## src/rtl/r2sdf_stage_fx_if.sv

```systemverilog
// Stream, twiddle-ROM and output signals of one R2SDF butterfly stage.
interface r2sdf_stage_fx_if #(
    parameter int unsigned N  = 3,
    parameter int unsigned DW = 16,
    parameter int unsigned TW = 16
);
    logic                 in_valid;
    logic signed [DW-1:0] in_re;
    logic signed [DW-1:0] in_im;
    logic [N-2:0]         tw_addr;
    logic signed [TW-1:0] tw_re;
    logic signed [TW-1:0] tw_im;
    logic                 out_valid;
    logic signed [DW-1:0] out_re;
    logic signed [DW-1:0] out_im;

    // Source side: feeds samples, serves the twiddle ROM, consumes outputs.
    modport master (
        output in_valid, in_re, in_im, tw_re, tw_im,
        input  tw_addr, out_valid, out_re, out_im
    );

    // Stage side.
    modport slave (
        input  in_valid, in_re, in_im, tw_re, tw_im,
        output tw_addr, out_valid, out_re, out_im
    );
endinterface

```

## src/rtl/r2sdf_stage_fx.sv

```systemverilog
// Fixed-point radix-2 single-delay-feedback DIF butterfly stage.
// Phase 0 fills the feedback line and emits the rotated previous differences;
// phase 1 emits sums and stores differences. Stalls freeze all state.
module r2sdf_stage_fx #(
    parameter int unsigned N     = 3,
    parameter int unsigned STAGE = 1,
    parameter int unsigned DW    = 16,
    parameter int unsigned TW    = 16,
    parameter int unsigned SCALE = 0
) (
    input  logic             clk,
    input  logic             rst_n,
    r2sdf_stage_fx_if.slave  bus
);
    localparam int unsigned D  = 1 << (N - STAGE);
    localparam int unsigned CW = N - STAGE + 1;
    localparam int unsigned AW = N - 1;
    localparam int unsigned SW = DW + 1;
    localparam int unsigned PW = DW + TW + 1;
    localparam logic signed [PW-1:0] RND = PW'(1) << (TW - 2);

    typedef logic signed [DW-1:0] sample_t;

    logic [CW-1:0]  cnt_q, cnt_d;
    logic           primed_q, primed_d;
    sample_t        dl_re_q [D];
    sample_t        dl_im_q [D];
    logic           out_valid_q, out_valid_d;
    sample_t        out_re_q, out_re_d;
    sample_t        out_im_q, out_im_d;

    logic           phase_c;
    logic [AW-1:0]  tw_addr_c;
    sample_t        head_re, head_im;
    logic signed [SW-1:0] sum_re, sum_im, dif_re, dif_im;
    logic signed [PW-1:0] prod_re, prod_im;
    sample_t        bfly_re, bfly_im;
    sample_t        mul_re, mul_im;
    sample_t        push_re, push_im;

    // Butterfly scaling: floor-halve, or saturate the DW+1-bit result.
    function automatic sample_t scale_sat(input logic signed [SW-1:0] v);
        sample_t r;
        if (SCALE != 0) begin
            r = v[DW:1];
        end else if (v[DW] != v[DW-1]) begin
            r = v[DW] ? {1'b1, {(DW-1){1'b0}}} : {1'b0, {(DW-1){1'b1}}};
        end else begin
            r = v[DW-1:0];
        end
        return r;
    endfunction

    // Round-half-up from Q1.(TW-1) back to DW bits with saturation.
    function automatic sample_t round_sat(input logic signed [PW-1:0] p);
        logic signed [PW-1:0] t;
        sample_t              r;
        t = (p + RND) >>> (TW - 1);
        if ((&t[PW-1:DW-1]) | ~(|t[PW-1:DW-1])) begin
            r = t[DW-1:0];
        end else begin
            r = t[PW-1] ? {1'b1, {(DW-1){1'b0}}} : {1'b0, {(DW-1){1'b1}}};
        end
        return r;
    endfunction

    assign phase_c = cnt_q[CW-1];
    assign head_re = dl_re_q[0];
    assign head_im = dl_im_q[0];

    // Twiddle index k comes from the counter's low bits; the last stage has none.
    generate
        if (STAGE < N) begin : g_addr
            assign tw_addr_c = AW'(cnt_q[N-STAGE-1:0]) << (STAGE - 1);
        end else begin : g_addr_zero
            assign tw_addr_c = '0;
        end
    endgenerate

    assign bus.tw_addr   = tw_addr_c;
    assign bus.out_valid = out_valid_q;
    assign bus.out_re    = out_re_q;
    assign bus.out_im    = out_im_q;

    // Butterfly and twiddle datapath; address 0 bypasses the multiplier.
    always_comb begin
        sum_re  = SW'(head_re) + SW'(bus.in_re);
        sum_im  = SW'(head_im) + SW'(bus.in_im);
        dif_re  = SW'(head_re) - SW'(bus.in_re);
        dif_im  = SW'(head_im) - SW'(bus.in_im);
        bfly_re = scale_sat(sum_re);
        bfly_im = scale_sat(sum_im);
        prod_re = PW'(head_re) * PW'(bus.tw_re) - PW'(head_im) * PW'(bus.tw_im);
        prod_im = PW'(head_re) * PW'(bus.tw_im) + PW'(head_im) * PW'(bus.tw_re);
        mul_re  = head_re;
        mul_im  = head_im;
        if (tw_addr_c != '0) begin
            mul_re = round_sat(prod_re);
            mul_im = round_sat(prod_im);
        end
        push_re = bus.in_re;
        push_im = bus.in_im;
        if (phase_c) begin
            push_re = scale_sat(dif_re);
            push_im = scale_sat(dif_im);
        end
    end

    // Next-state: counter, priming flag and output register contents.
    always_comb begin
        cnt_d       = cnt_q;
        primed_d    = primed_q;
        out_valid_d = 1'b0;
        out_re_d    = out_re_q;
        out_im_d    = out_im_q;
        if (bus.in_valid) begin
            cnt_d = cnt_q + CW'(1);
            if (cnt_d[CW-1]) begin
                primed_d = 1'b1;
            end
            if (primed_q) begin
                out_valid_d = 1'b1;
                out_re_d    = phase_c ? bfly_re : mul_re;
                out_im_d    = phase_c ? bfly_im : mul_im;
            end
        end
    end

    // Control and output registers.
    always_ff @(posedge clk or negedge rst_n) begin
        if (!rst_n) begin
            cnt_q       <= '0;
            primed_q    <= 1'b0;
            out_valid_q <= 1'b0;
            out_re_q    <= '0;
            out_im_q    <= '0;
        end else begin
            cnt_q       <= cnt_d;
            primed_q    <= primed_d;
            out_valid_q <= out_valid_d;
            out_re_q    <= out_re_d;
            out_im_q    <= out_im_d;
        end
    end

    // Feedback delay line: shifts toward the head on each accepted sample.
    always_ff @(posedge clk or negedge rst_n) begin
        if (!rst_n) begin
            for (int i = 0; i < int'(D); i++) begin
                dl_re_q[i] <= '0;
                dl_im_q[i] <= '0;
            end
        end else if (bus.in_valid) begin
            for (int i = 0; i < int'(D) - 1; i++) begin
                dl_re_q[i] <= dl_re_q[i+1];
                dl_im_q[i] <= dl_im_q[i+1];
            end
            dl_re_q[D-1] <= push_re;
            dl_im_q[D-1] <= push_im;
        end
    end
endmodule

```

## src/flat_wrapper.sv

```systemverilog
// flat-port wrapper written by rule: the top's interface ports become plain ports
module r2sdf_stage_fx_flat 
#(
    parameter int unsigned N     = 3,
    parameter int unsigned STAGE = 1,
    parameter int unsigned DW    = 16,
    parameter int unsigned TW    = 16,
    parameter int unsigned SCALE = 0
)
  (clk, rst_n, bus_in_valid, bus_in_re, bus_in_im, bus_tw_re, bus_tw_im, bus_tw_addr, bus_out_valid, bus_out_re, bus_out_im);
  r2sdf_stage_fx_if #(.N(N), .DW(DW), .TW(TW)) bus_i ();
  input  logic clk;
  input  logic rst_n;
  input wire logic [$bits(bus_i.in_valid)-1:0] bus_in_valid;
  input wire logic [$bits(bus_i.in_re)-1:0] bus_in_re;
  input wire logic [$bits(bus_i.in_im)-1:0] bus_in_im;
  input wire logic [$bits(bus_i.tw_re)-1:0] bus_tw_re;
  input wire logic [$bits(bus_i.tw_im)-1:0] bus_tw_im;
  output wire logic [$bits(bus_i.tw_addr)-1:0] bus_tw_addr;
  output wire logic [$bits(bus_i.out_valid)-1:0] bus_out_valid;
  output wire logic [$bits(bus_i.out_re)-1:0] bus_out_re;
  output wire logic [$bits(bus_i.out_im)-1:0] bus_out_im;
  assign bus_i.in_valid = bus_in_valid;
  assign bus_i.in_re = bus_in_re;
  assign bus_i.in_im = bus_in_im;
  assign bus_i.tw_re = bus_tw_re;
  assign bus_i.tw_im = bus_tw_im;
  assign bus_tw_addr = bus_i.tw_addr;
  assign bus_out_valid = bus_i.out_valid;
  assign bus_out_re = bus_i.out_re;
  assign bus_out_im = bus_i.out_im;
  r2sdf_stage_fx #(.N(N), .STAGE(STAGE), .DW(DW), .TW(TW), .SCALE(SCALE)) u_core (.clk(clk), .rst_n(rst_n), .bus(bus_i));
endmodule
```

## config.mk

```make
export PLATFORM = sky130hd
export DESIGN_NAME = r2sdf_stage_fx_flat
export DESIGN_NICKNAME = d
export VERILOG_FILES = /design/src/rtl/r2sdf_stage_fx_if.sv /design/src/rtl/r2sdf_stage_fx.sv /design/src/flat_wrapper.sv
export SDC_FILE = /design/constraint.sdc
export NUM_CORES = 2
export LEC_CHECK = 0
export ABC_AREA = 1
export CELL_PAD_IN_SITES_DETAIL_PLACEMENT = 0
export CELL_PAD_IN_SITES_GLOBAL_PLACEMENT = 1
export CORE_ASPECT_RATIO = 1.5
export CORE_MARGIN = 5
export CORE_UTILIZATION = 43
export DETAILED_ROUTE_END_ITERATION = 16
export DONT_BUFFER_PORTS = 1
export PLACE_DENSITY_LB_ADDON = 0.08
export SYNTH_ARGS = -nofsm -noshare
export SYNTH_HDL_FRONTEND = slang
export SYNTH_SLANG_ARGS = --single-unit
export TNS_END_PERCENT = 10
```

## constraint.sdc

```tcl
create_clock -name clk -period 19.2 [get_ports clk]
set_input_delay 1.92 -clock clk [delete_from_list [all_inputs] [get_ports clk]]
set_output_delay 1.92 -clock clk [all_outputs]
set_load 0.005 [all_outputs]
```

==> results.md <==
* Prevailing post-synth register cell: sky130_fd_sc_hd__dfrtp_1
* Clock Pin Slew Worst Setup and Hold Paths at about 80 ps
* Total iterations of the first detailed-routing run at 6
* Status: finished clean
* Root Driver: sky130_fd_sc_hd__clkbuf_16
* CTS max path bufs at 2
* Leading post-synthesis cells by instance count: sky130_fd_sc_hd__nand2_1 (1983), sky130_fd_sc_hd__inv_1 (1947), sky130_fd_sc_hd__fa_1 (1052)
* Relative max-transition margin at 0.2857
* Average detailed-routed wire length per instance at 19.35 um
* Count of mapped cells out of synthesis at approximately 7300
* Share of flip-flops with an asynchronous set or reset after synthesis at 1.000
* Maximum number of pins on one net before global-route repair at 166
* Final number of max-transition violations at 0
* Final RePlAce weighted congestion at approximately 0.89
* CTS tree: yes
* CP max stage delay at 720 ps
* Top-count cell post-synth: sky130_fd_sc_hd__nand2_1
* Library cell with the largest summed area after synthesis: sky130_fd_sc_hd__fa_1
* Post-cts gate resize count at 0
* Cell repeated most along the worst path: sky130_fd_sc_hd__nand2_1
* DR DRC count at 0
* DIE AREA at approximately 140000 um^2
* Final antenna diode count at 0
* Post-synthesis sequential area ratio at 0.07450
* Post-CTS setup buffers at 0
* Final Routed Wirelength at ~170 mm
* CP max stage cell: sky130_fd_sc_hd__fa_1
* Utilization after layout at 0.4468
* Drt first-iter violations at approximately 2400
* Hold Path Class: reg -> reg
* I/O pin total at about 100
* Count of maximum capacitance violations at 0
* Synth top area share at 0.3800
* Share of cells above drive strength 1 at 0.02026
* Clock sink total at 165
* Clock buffers created by TritonCTS at 17
* Final net count at around 8700
* Vias in the first global route at approximately 47000
* Final period utilization at 0.5104
* Number of distinct standard cells referenced by the synthesized netlist at 52
* Class of the most critical setup path: in -> reg
* Number of endpoints with negative hold slack in the final report at 0
* Transition time at the pin with the least slew margin at roughly 1100 ps
* Tot GR Track Use at 0.2568
* Vias after detailed routing at around 44000
* Clock latency at the later pin of the worst-skew pair at 470 ps
* Synth Register Bits at roughly 170
* Area of the mapped netlist at 55420 um^2
* Critical Path RT at slightly below 20000 ps
* Row cnt at roughly 160
* Sum of negative setup slack at 0 ps
* Number of flops mapped to enable cells by yosys at 0
* Worst Path Arrival at 10150 ps
* Maximum clock rate at 0.1020 GHz
* Worst clock skew on the final layout at about 16 ps
* Critical Path End Type: flop
* Final worst path period need at 9800 ps
* Post-DP HPWL at 138.0 mm
* Global route overflow at 0
* Routed via count divided by cell count at ~5.0
* Initial antenna violation count at 2
* Count of buffers inserted at the top-level ports at 0
* Setup violators final at 0
* Setup repair after global routing missed its margin: false
* # H-tree levels at 4
* First-pass GRT wire length at roughly 270 mm
* Filler cell count in the final layout at 13521
* Mean post-synth cell area at between 7 and 8 um^2
* Post-synthesis to final-layout area growth at 3.440%
* Die Height at 449.7 um
* Worst-path fanout max at 32
* Worst hold slack at ~470 ps
* Die width at just over 300 um
* Net count after synthesis at ~9000
* Yosys warnings at 0
* Detail Route Antenna Nets at 0
* Startpoint type of the worst setup path: input pin
* Initial Util at 0.4319
* Hold buffer count at cts at 0
* Top cells by area in the synthesized netlist: sky130_fd_sc_hd__fa_1 (38%), sky130_fd_sc_hd__nand2_1 (13%), sky130_fd_sc_hd__inv_1 (13%)
* Placeable core region at ~130000 um^2
[area by class of cell]
cell class | count | area, um^2 | share of cell area
tap | 1711 | 2141 | 0.03734
clock buffer | 17 | 425.4 | 0.007420
timing repair buffer | 45 | 337.8 | 0.005892
sequential | 165 | 4140 | 0.07222
clock inverter | 15 | 177.7 | 0.003099
multi-input combinational | 4910 | 42770 | 0.7460
inverter | 1955 | 7340 | 0.1280
[through the flow]
| step | instances | instance area (um^2) | setup slack, ps |
|---|---|---|---|
| CTS | 8818 | 57330 | 9525 |
| floorplan | 7318 | 55420 | 10220 |
| global placement | 8786 | 56730 | 9081 |
| global route | 8818 | 57330 | 8868 |
| detailed placement | 8786 | 56730 | 9079 |
| finish | 8818 | 57330 | 9400 |
[registers in the layout, summed over array words and instances (netlist names)]
| signal | count |
|---|---|
| u_core.bus.out_im | 16 |
| u_core.cnt_q | 3 |
| u_core.bus.out_valid | 1 |
| u_core.bus.out_re | 16 |
| u_core.primed_q | 1 |
| u_core.head_im | 16 |
| u_core.dl_im_q | 48 |
| u_core.dl_re_q | 48 |
| u_core.head_re | 16 |
[per-layer routing]
metal	part of all wire	routed length (um)	global-route usage	up-vias
met5	0	0	0	-
met4	0.031	5348	0.07159	0
met3	0.040	6829	0.02335	175
met2	0.51	87170	0.4576	876
met1	0.42	71280	0.3332	21906
li1	-	-	-	20810
[worst paths after layout]
path,from,end,slack [ps],cells after the start
setup / recovery,bus_tw_im[1],u_core.bus.out_re[13],9400,36
hold / removal,u_core.dl_re_q[20],u_core.dl_re_q[20],470,2
setup reg to reg,u_core.head_im[13],u_core.bus.out_re[13],9740,39
hold reg to reg,u_core.dl_re_q[20],u_core.dl_re_q[20],470,2
max in group asynchronous,rst_n,u_core.head_re[8],17530,0
min in group asynchronous,rst_n,u_core.dl_im_q[9],1150,0
[kinds of logic (layout without fill, tap and decap cells)]
logic type | after synthesis | in the layout | share of synthesized area
simple gates | 2465 | 2465 | 0.1739
flops | 165 | 165 | 0.07450
fa+ha+maj | 1568 | 1568 | 0.4965
compound gates | 660 | 660 | 0.06691
xor+xnor | 217 | 217 | 0.03443
buf+inv | 2243 | 2032 | 0.1538
[layout by cell type, fill, tap and decap left out, types with 30 or more instances in the layout]
| cell | Yosys | final |
|---|---|---|
| sky130_fd_sc_hd__a21oi_1 | 321 | 321 |
| sky130_fd_sc_hd__buf_4 | 6 | 45 |
| sky130_fd_sc_hd__dfrtp_1 | 165 | 156 |
| sky130_fd_sc_hd__fa_1 | 1052 | 1052 |
| sky130_fd_sc_hd__ha_1 | 516 | 516 |
| sky130_fd_sc_hd__inv_1 | 1947 | 1947 |
| sky130_fd_sc_hd__nand2_1 | 1983 | 1983 |
| sky130_fd_sc_hd__nand3_1 | 103 | 103 |
| sky130_fd_sc_hd__nor2_1 | 270 | 270 |
| sky130_fd_sc_hd__nor3_1 | 42 | 42 |
| sky130_fd_sc_hd__o21ai_0 | 170 | 170 |
| sky130_fd_sc_hd__o21bai_1 | 30 | 30 |
| sky130_fd_sc_hd__xnor2_1 | 93 | 93 |
| sky130_fd_sc_hd__xor2_1 | 123 | 123 |
[worst max-delay path: cells and delay by family]
family	cells	cell delay (ps)
adder cells (fa/ha/maj)	9	4190
AND/OR/NAND/NOR	21	2760
buffers and inverters	3	620
XOR/XNOR	1	160
AO/OA/AOI/OAI	2	470
Power is left out: the tool's default activity adds up to more than one toggle a clock period on the data nets, which glitch-free logic cannot reach.
